[config.mk]
export PLATFORM = sky130hd
export DESIGN_NAME = uart_tx_arbiter
export DESIGN_NICKNAME = d
export VERILOG_FILES = /design/src/rtl/uart_tx_arbiter.sv
export SDC_FILE = /design/constraint.sdc
export NUM_CORES = 1
export LEC_CHECK = 0
export BUFFER_PORTS_ARGS = -buffer_cell sky130_fd_sc_hd__clkbuf_2
export CAP_MARGIN = 20
export CORE_ASPECT_RATIO = 1.2
export CORE_MARGIN = 8
export CORE_UTILIZATION = 51
export DETAILED_ROUTE_END_ITERATION = 6
export HOLD_SLACK_MARGIN = 0.08
export MAX_ROUTING_LAYER = met4
export PLACE_DENSITY = 0.85
export SYNTH_ARGS = -nofsm -noshare
export SYNTH_HDL_FRONTEND = slang
export SYNTH_SLANG_ARGS = --single-unit
[constraint.sdc]
create_clock -name clk -period 3.5 [get_ports clk]
set_clock_uncertainty 0.05 [all_clocks]
set_input_delay 0 -clock clk [delete_from_list [all_inputs] [get_ports clk]]
set_output_delay 0 -clock clk [all_outputs]
set_load 0.005 [all_outputs]
[src/rtl/uart_tx_arbiter.sv]
// Round-robin arbiter sharing one UART transmit byte port among N_REQ requesters.
// A grant is held for a whole message and is released by a watchdog if the owner goes quiet.
module uart_tx_arbiter #(
    parameter int N_REQ   = 4,
    parameter int TIMEOUT = 1024
) (
    input  logic               clk,
    input  logic               rst_n,
    input  logic [N_REQ-1:0]   req_valid,
    input  logic [8*N_REQ-1:0] req_data,
    input  logic [N_REQ-1:0]   req_last,
    output logic [N_REQ-1:0]   req_ack,
    output logic [N_REQ-1:0]   grant,
    output logic               uart_tx_available,
    output logic [7:0]         uart_tx_data,
    input  logic               uart_tx_ack,
    output logic               timeout_pulse
);

    localparam int OW = $clog2(N_REQ);
    localparam int CW = $clog2(TIMEOUT + 1);

    typedef enum logic {IDLE, LOCKED} state_t;

    state_t           state_reg;
    logic [OW-1:0]    owner_reg;
    logic [OW-1:0]    last_owner_reg;
    logic [CW-1:0]    idle_cnt_reg;
    logic [N_REQ-1:0] grant_reg;
    logic             timeout_pulse_reg;

    logic [OW-1:0]    pick_idx;
    logic             pick_found;
    logic [OW:0]      pick_sum;
    logic             owner_valid;
    logic             owner_last;
    logic             byte_taken;
    logic [7:0]       data_slice [N_REQ];

    // Search starts just after the previous owner so every requester gets a turn.
    always_comb begin
        pick_found = 1'b0;
        pick_idx   = '0;
        pick_sum   = '0;
        for (int k = 1; k <= N_REQ; k++) begin
            pick_sum = {1'b0, last_owner_reg} + (OW+1)'(k);
            if (pick_sum >= (OW+1)'(N_REQ))
                pick_sum = pick_sum - (OW+1)'(N_REQ);
            if (!pick_found && req_valid[pick_sum[OW-1:0]]) begin
                pick_found = 1'b1;
                pick_idx   = pick_sum[OW-1:0];
            end
        end
    end

    generate
        for (genvar gi = 0; gi < N_REQ; gi++) begin : g_req
            assign data_slice[gi] = req_data[8*gi +: 8];
            assign req_ack[gi]    = grant_reg[gi] & uart_tx_ack;
        end
    endgenerate

    assign owner_valid       = req_valid[owner_reg];
    assign owner_last        = req_last[owner_reg];
    assign byte_taken        = uart_tx_ack & uart_tx_available;
    assign grant             = grant_reg;
    assign uart_tx_available = (state_reg == LOCKED) & owner_valid;
    assign uart_tx_data      = (state_reg == LOCKED) ? data_slice[owner_reg] : 8'h00;
    assign timeout_pulse     = timeout_pulse_reg;

    always_ff @(posedge clk or negedge rst_n) begin
        if (!rst_n) begin
            state_reg         <= IDLE;
            owner_reg         <= '0;
            last_owner_reg    <= OW'(N_REQ - 1);
            idle_cnt_reg      <= '0;
            grant_reg         <= '0;
            timeout_pulse_reg <= 1'b0;
        end else begin
            timeout_pulse_reg <= 1'b0;
            case (state_reg)
                IDLE: begin
                    idle_cnt_reg <= '0;
                    if (pick_found) begin
                        owner_reg <= pick_idx;
                        grant_reg <= {{(N_REQ-1){1'b0}}, 1'b1} << pick_idx;
                        state_reg <= LOCKED;
                    end
                end
                LOCKED: begin
                    if (byte_taken && owner_last) begin
                        state_reg      <= IDLE;
                        grant_reg      <= '0;
                        last_owner_reg <= owner_reg;
                        idle_cnt_reg   <= '0;
                    end else if (owner_valid) begin
                        // Back-pressure with valid held high never counts as idle.
                        idle_cnt_reg <= '0;
                    end else if (idle_cnt_reg == CW'(TIMEOUT - 1)) begin
                        state_reg         <= IDLE;
                        grant_reg         <= '0;
                        last_owner_reg    <= owner_reg;
                        idle_cnt_reg      <= '0;
                        timeout_pulse_reg <= 1'b1;
                    end else if (idle_cnt_reg != CW'(TIMEOUT)) begin
                        idle_cnt_reg <= idle_cnt_reg + 1'b1;
                    end
                end
                default: begin
                    state_reg <= IDLE;
                    grant_reg <= '0;
                end
            endcase
        end
    end

endmodule

* After elaboration in Yosys (flattened, before gate mapping)
Cells that the tools add are included.
Operators by class: equality and inequality tests 7, add/sub/neg operators 9, shift operators 1, reduce and logical (&&, ||, !) cells 11, magnitude comparators 10, bitwise gates (word level) 8, mux-type cells 50
Operator list (count):
- $mux 11 | 4
- $mux 8 | 3
- $mux 2 | 11
- $pmux 11 s2 | 1
- $mux 1 | 18
- $bmux 8 s2 | 1
- $mux 4 | 4
- $ge 3x3->1 const B | 5
- $lt 2x3->1 const B | 5
- $bmux 1 s2 | 6
- $add 11x1->11 const B | 1
- $eq 11x10->1 const B | 1
- $ne 11x11->1 const B | 1
- $pmux 4 s2 | 1
- $sub 2x1->2 const B | 4
- $add 2x2->3 const B | 2
- $and 1x1->1 | 6
- $reduce_and 3->1 | 2
- $ne 5x1->1 const B | 1
- $logic_and 1x1->1 | 4
- $shl 1x2->4 const A | 1
- $add 2x1->3 const B | 1
- $add 2x3->3 const B | 1
- $logic_not 1->1 | 3
- 9 further kinds | 9
Word-level totals: word-level logic and storage cells 102, output and inout bits 18, bits of input ports 43, register bits 21

* Logic depth before layout (Yosys ltp)
Gate-level depths: netlist (run 1).
depth after elaboration 18, depth in mapped cells 7

* Worst setup path after synthesis (run 1)
OpenSTA, ideal clock, no wires.
path kind register -> register, from reg idle_cnt_reg[0], to reg grant_reg[0] (netlist: grant[0]), path buffers 0, stages on the path, launching flop included 6, period minus slack after synthesis 1775 ps, data arrival time 1603 ps, path slack 1725 ps, library setup time 122 ps, path through dfrtp_1 -> ha_1 -> and4_1 -> nand4b_1 -> a311o_1 -> a32o_1
On the way: cells in the longest elaborated chain, start to end 3
Ends and longest elaborated chain:
- from (decl) | RTL line 28 | logic [CW-1:0] idle_cnt_reg;
- from (signal assigned) | RTL line 106 | idle_cnt_reg <= idle_cnt_reg + 1'b1;
- $eq 11x10->1 | RTL line 99 | end else if (idle_cnt_reg == CW'(TIMEOUT - 1)) begin
- $ne 3x1->1 (no source line)
- $reduce_and 3->1 (no source line)
- to (signal assigned) | RTL line 86 | grant_reg <= {{(N_REQ-1){1'b0}}, 1'b1} << pick_idx;
- to (decl) | RTL line 29 | logic [N_REQ-1:0] grant_reg;
Every way passes these cells. A chain may end at the register's enable or synchronous reset.

* Worst setup path in the final report (run 1)
from reg owner_reg[0], to reg last_owner_reg[1]
On the way: cells in the longest elaborated chain, start to end 7
Ends and longest elaborated chain:
- from (decl) | RTL line 26 | logic [OW-1:0] owner_reg;
- from (signal assigned) | RTL line 85 | owner_reg <= pick_idx;
- $bmux 1 s2 | RTL line 63 | assign owner_valid = req_valid[owner_reg];
- $mux 1 (not written as such) | RTL line 63
- $and 1x1->1 | RTL line 67 | assign uart_tx_available = (state_reg == LOCKED) & owner_valid;
- $and 1x1->1 | RTL line 65 | assign byte_taken = uart_tx_ack & uart_tx_available;
- $logic_and 1x1->1 | RTL line 91 | if (byte_taken && owner_last) begin
- $ne 2x1->1 (no source line) / $reduce_bool 2->1 (equally long branches)
- $reduce_and 3->1 (no source line)
- to (signal assigned) | RTL line 75 | last_owner_reg <= OW'(N_REQ - 1);
- to (signal assigned) | RTL line 94 | last_owner_reg <= owner_reg;
- to (signal assigned) | RTL line 102 | last_owner_reg <= owner_reg;
- to (decl) | RTL line 27 | logic [OW-1:0] last_owner_reg;
Parallel ways exist; a longest one is shown, timed or not. The select of a mux whose other input is x is not followed.

==> results of run 1 <==
[worst reg2reg max path, cell delays in order (launching register included)]
cell,delay [ns]
dfrtp_1,0.82
mux4_2,0.61
nand2b_4,0.19
nor2_4,0.14
a21oi_2,0.07
mux2_4,0.31
[synth_stat cells (4+ instances only)]
master | number | share of area
dfrtp_1 | 19 | 0.33
nor2_1 | 16 | 0.042
and2_1 | 12 | 0.053
mux4_2 | 9 | 0.14
nand2_1 | 9 | 0.024
a21oi_1 | 5 | 0.018
mux2i_1 | 4 | 0.028
nor2b_1 | 4 | 0.018
xnor2_1 | 4 | 0.025
[placed cells by master (no fill, tap or decap), types with 3 or more instances in the layout]
cell type,netlist,final
clkbuf_2,0,60
and2_1,12,12
mux4_2,9,9
dfrtp_1,19,19
xnor2_1,4,4
nand2b_1,3,3
nor2b_1,4,4
nor2_1,16,16
inv_1,3,3
o22ai_1,3,3
xor2_1,3,3
a21oi_1,5,5
mux2i_1,4,4
and3_1,3,3
nand2_1,9,9
clkbuf_4,0,3
[cell families after synthesis]
group / count (synthesis) / synth area share
simple gates: 63 / 0.252
flops: 21 / 0.370
compound gates: 18 / 0.0886
mux: 17 / 0.207
xor+xnor: 7 / 0.0430
buf+inv: 7 / 0.0219
fa+ha+maj: 2 / 0.0175
[metrics by stage]
step	power (mW)	hold WS (ns)	cells	worst slack, ns	instance area (µm²)
floorplan	0.796	-0.346	135	1.73	1430
global placement	0.966	-0.0634	225	1.32	1750
detailed placement	0.985	-0.0645	225	1.27	1750
CTS	1.10	0.0898	230	1.23	1790
global route	1.18	0.159	230	1.08	1790
finish	1.09	0.109	230	1.24	1790
[metal layers]
metal	up-vias	track usage	routed length [µm]
li1	618	-	-
met1	602	0.172	1580
met2	58	0.289	1830
met3	10	0.0271	164
met4	0	0.0583	83
met5	-	-	0
[area by class of cell]
type                            instances  area [µm²]  share of cell area
Multi-Input combinational cell        107         867               0.485
Sequential cell                        21         528               0.296
Clock inverter                          1        5.00             0.00280
Tap cell                               34        42.5              0.0238
Timing Repair Buffer                   61         310               0.174
Clock buffer                            3        22.5              0.0126
Inverter                                3        11.3             0.00630
[power breakdown]
part           total (mW)  internal [mW]  switching, mW
sequential          0.427          0.304          0.123
combinational       0.552          0.330          0.222
clock               0.111         0.0426         0.0685
total                1.09          0.677          0.414
[worst min path at each step]
stage / endpoint / slack (ns) / from / cells past startpoint
finish: owner_reg[1] / 0.11 / req_valid[2] / 4
global route: owner_reg[1] / 0.16 / req_valid[2] / 4
CTS: grant[1] / 0.09 / req_valid[2] / 4
detailed placement: idle_cnt_reg[7] / -0.06 / rst_n / 1
global placement: idle_cnt_reg[7] / -0.06 / rst_n / 1
floorplan: grant[0] / -0.35 / rst_n / 0
[repair_timing]
action,4_1_cts,5_1_grt
hold buffers,1,0
hold endpoints to repair,21,0
gates resized for setup,0,0
buffers inserted,0,0
==> reports/summary.txt, run 1 <==
run status - completed
worst path cell trace - mux4_2 > nand2b_4 > nor2_4 > a21oi_2 > mux2_4
Reg clk slew, reported paths - 0.12 ns
Slowest-stage cell, CP - dfrtp_1
TritonCTS Buffers - 3
I/O Buffers - 60
area grow syn2layout - 25.3%
Final min period - 2.26 ns
CP Capture Point - last_owner_reg[1]
Worst-Skew Late Latency - 0.30 ns
PD cells - 610 mW/mm²
drt first pass iters - 4
Crit. End Element - flop
initial antenna violation count - 0
CP Class - reg2reg
Rel. slew slack - 0.532
Slew @ Worst Pin - 0.702 ns
Root Buffer - clkbuf_4
fmax - 442 MHz
Buf+Inv Stages, Crit Path - 0
# rows - 21
Mean Syn Cell Area - 10.6 µm²
Seq/Total Area, Yosys - 0.370
GPL Wtd Cong - 0.832
CTS sink count - 21
Detail Route Antenna Nets - 0
worst r2r src - owner_reg[0]
synth unique cells - 40
num ports - 61
Ant. Diodes - 0
gr usage total - 0.160
H-Tree Depth - 1
fin crit share - 0.647
asr flop ratio synth - 1.00
CP peak stage delay - 0.82 ns
Largest register FFs - 11
fillers - 239
crit-path max FO - 15
Synth Warn # - 0
Die H - 73.9 µm
Net Count, Synth - 180
R2R depth - 5
WP data required - 3.68 ns
Finish-stage setup viols - 0
vias - 1288
Synth Register Bits - 21
number of synthesized flops with an enable pin - 0
share of cells above drive strength 1 - 0.423
synthesized area - 0.00143 mm²
Max VDD drop - 0.000470 V
CTS tree - yes
Stages on worst setup path - 5
Vias/cell - 5.60
Crit path arrival time - 2.44 ns
Final HPWL DP - 3040 µm
total grt overflow - 0
clk buf depth - 2
reg2reg setup slack - 1.24 ns
Core ar. - 0.00273 mm²
crit-path leading delay family - multiplexers
DR WL/cell - 15.9 µm
Slew Viols, Final - 0
Finished Core Util - 0.654
startpoint types - flop
Final Hold Viols - 0
Leak - 0.869 nW
pin count of the biggest net entering global routing - 22
vias in the first global route - 1479
starting DRC count in detailed routing - 78
first-pass GRT wire length - 6060 µm
RSZ-0062 raised after global routing - false
Hold Path Class - in2reg
residual DRC count - 0
die area - 0.00475 mm²
most common flop cell mapped by yosys - dfrtp_1
reg-to-reg critical path endpoint - last_owner_reg[1]
die width - 64.3 µm
starting density of the core - 0.522
post-synthesis instance total - 135
crit path from - owner_reg[0]
Max Cap Violations - 0
TNS Setup - 0 ns
final WL - 3660 µm
Final #Nets - 242
Note: power is estimated with default switching activity, not from simulation.
==> run 2, diff against run 1 <==
--- a/config.mk
+++ b/config.mk
@@ -9,11 +9,11 @@
 export CAP_MARGIN = 20
 export CORE_ASPECT_RATIO = 1.2
 export CORE_MARGIN = 8
-export CORE_UTILIZATION = 51
+export CORE_UTILIZATION = 47
 export DETAILED_ROUTE_END_ITERATION = 6
 export HOLD_SLACK_MARGIN = 0.08
 export MAX_ROUTING_LAYER = met4
-export PLACE_DENSITY = 0.85
+export PLACE_DENSITY = 0.79
 export SYNTH_ARGS = -nofsm -noshare
 export SYNTH_HDL_FRONTEND = slang
 export SYNTH_SLANG_ARGS = --single-unit
==> constraint.sdc (replaced) <==
create_clock -name clk -period 2.1 [get_ports clk]
set_clock_uncertainty 0.05 [all_clocks]
set_input_delay 0 -clock clk [delete_from_list [all_inputs] [get_ports clk]]
set_output_delay 0 -clock clk [all_outputs]
set_load 0.005 [all_outputs]
==> run 2 against run 1 <==
Effect of this change:
- combinational power rose by 90%
- worst setup slack got worse by 1.1 ns
- sequential power rose by 47%
- cell area rose by 1.8%
- maximum frequency rose by 15%
- total power rose by 72%
- first-iteration DRC count rose by 31%
- sequential share of layout area fell by 0.53 points
==> reports/summary.txt, run 2 (same netlist as run 1, synthesis figures left out) <==
run status - completed
vias - 1316 (+2.2%)
Largest register FFs - 11 (unchanged)
Final HPWL DP - 3180 µm (+4.6%)
Flop pwr share - 0.334 (-0.058)
CTS tree - yes
vias in the first global route - 1555 (+5.1%)
Leak - 0.887 nW (+2.2%)
P_sw - 0.711 mW (+72%)
R2R depth - 5 (unchanged)
Final #Nets - 246 (+1.7%)
Combinational Power Share - 0.561 (+0.055)
gr usage total - 0.166 (+0.00594)
Final min period - 1.97 ns (-0.296 ns)
Slew @ Worst Pin - 0.537 ns (-0.165 ns)
H-Tree Depth - 1 (unchanged)
Detail Route Antenna Nets - 0 (unchanged)
PnR worst setup slack - 0.132 ns (-1.10 ns)
Sw Share - 0.379 (-0.000854)
Hold Path Stages - 4 (unchanged)
reg-to-reg critical path endpoint - grant[0]
final WL - 3860 µm (+5.6%)
Final Hold Viols - 0 (unchanged)
hold_sp - req_valid[2]
initial antenna violation count - 0 (unchanged)
area grow syn2layout - 27.5%
clock power share - 0.106 (+0.004)
RSZ-0062 raised after global routing - false
die area - 0.00506 mm² (+6.5%)
GPL Wtd Cong - 0.874 (+5.0%)
worst r2r src - idle_cnt_reg[0]
PD cells - 1030 mW/mm² (+69%)
starting DRC count in detailed routing - 102 (+31%)
residual DRC count - 0 (unchanged)
total grt overflow - 0 (unchanged)
# rows - 22 (+4.8%)
commonest cells after routing, fill and taps aside - clkbuf_2 (60), dfrtp_1 (19), nor2_1 (16)
Vias/cell - 5.58 (-0.42%)
CTS sink count - 21 (unchanged)
Rel. slew slack - 0.639 (+0.107)
clk buf depth - 2 (unchanged)
Max Cap Violations - 0 (unchanged)
TritonCTS Buffers - 3 (unchanged)
sink of the worst hold path - grant[1]
CTS resizes - 0 (unchanged)
Worst-Skew Late Latency - 0.31 ns (about the same)
Crit. End Element - flop
fin crit share - 0.937 (+0.290)
I/O Buffers - 60 (unchanged)
Ant. Diodes - 0 (unchanged)
crit-path max FO - 5 (-10)
share of cells above drive strength 1 - 0.435 (+0.0115)
Place WS - 0.171 ns (-1.10 ns)
Reg clk slew, reported paths - 0.12 ns (about the same)
postcts setup bufs - 0 (unchanged)
drt first pass iters - 4 (unchanged)
first-pass GRT wire length - 6610 µm (+9.1%)
CP Class - reg2reg
TNS Setup - 0 ns (unchanged)
Root Buffer - clkbuf_4
Finish-stage setup viols - 0 (unchanged)
WP data required - 2.26 ns (-1.42 ns)
reg2reg setup slack - 0.13 ns (-1.10 ns)
pin count of the biggest net entering global routing - 22 (unchanged)
Max VDD drop - 0.000542 V (+15%)
commonest non-fill, non-tap cell in the layout - clkbuf_2
final hold slack - 0.0943 ns (-0.0146 ns)
die width - 66.3 µm (+3.1%)
Slew Viols, Final - 0 (unchanged)
Crit path arrival time - 2.13 ns (-0.31 ns)
internal power - 1.17 mW (+73%)
Hold Path Class - in2reg
Die H - 76.3 µm (+3.3%)
startpoint types - flop
Core ar. - 0.00297 mm² (+8.8%)
Layout Cells excl Fill - 236 (+2.6%)
post-placement cell count - 231 (+2.7%)
starting density of the core - 0.480 (-0.0422)
num ports - 61 (unchanged)
DR WL/cell - 16.4 µm (+2.9%)
fmax - 508 MHz (+15%)
-- run 2: cell types whose count changed in the layout (fill, tap and decap cells not counted), sizes merged --
cell	change
buf	+4
-- run 2: worst max path at each step --
stage,start,end,slack (ns),depth (start not counted)
final,idle_cnt_reg[0],grant[0],0.13,5
after floorplan,idle_cnt_reg[0],grant[0],0.33,5
after detailed placement,idle_cnt_reg[0],grant[0],0.17,5
after global placement,idle_cnt_reg[0],grant[0],0.24,5
after CTS,idle_cnt_reg[0],grant[0],0.14,5
after global routing,owner_reg[1],grant[0],0.02,5
-- run 2: stage by stage --
step	power [mW]	util	cell area (µm²)
floorplan	1.33	-	1430
global placement	1.65	0.599	1780
detailed placement	1.69	0.599	1780
CTS	1.90	0.612	1820
global route	2.03	0.612	1820
finish	1.88	0.612	1820
-- run 2: power by group through the flow --
stage / clock network, mW / registers [mW] / logic [mW]
2_1_floorplan: 0 / 0.593 / 0.734
3_3_place_gp: 0 / 0.618 / 1.04
3_5_place_dp: 0 / 0.631 / 1.06
4_1_cts: 0.204 / 0.625 / 1.07
5_1_grt: 0.227 / 0.646 / 1.16
6_report: 0.198 / 0.627 / 1.05
-- run 2: cell type report --
| type | count | area, µm² |
|---|---|---|
| Inverter | 3 | 11.3 |
| Multi-Input combinational cell | 107 | 867 |
| Tap cell | 36 | 45.0 |
| Sequential cell | 21 | 528 |
| Fill cell | 268 | 1150 |
| Clock buffer | 3 | 22.5 |
| Clock inverter | 1 | 5.00 |
| Timing Repair Buffer | 65 | 340 |
-- run 2: repair_timing --
item,in CTS,in global routing
hold buffers,1,0
endpoints found under the setup margin,0,0
endpoints found under the hold margin,21,0
-- run 2: worst max-delay path: stages, from the launching register on --
cell	delay, ns
dfrtp_1	0.42
ha_1	0.22
and4_1	0.29
nand4b_1	0.24
a311o_1	0.43
a32o_1	0.22
-- run 2: routing by layer --
metal	track usage	vias up	wire [µm]
met2	0.281	57	1950
met4	0.0707	0	85
met1	0.177	627	1640
met3	0.0382	7	186
met5	-	-	0
li1	-	625	-
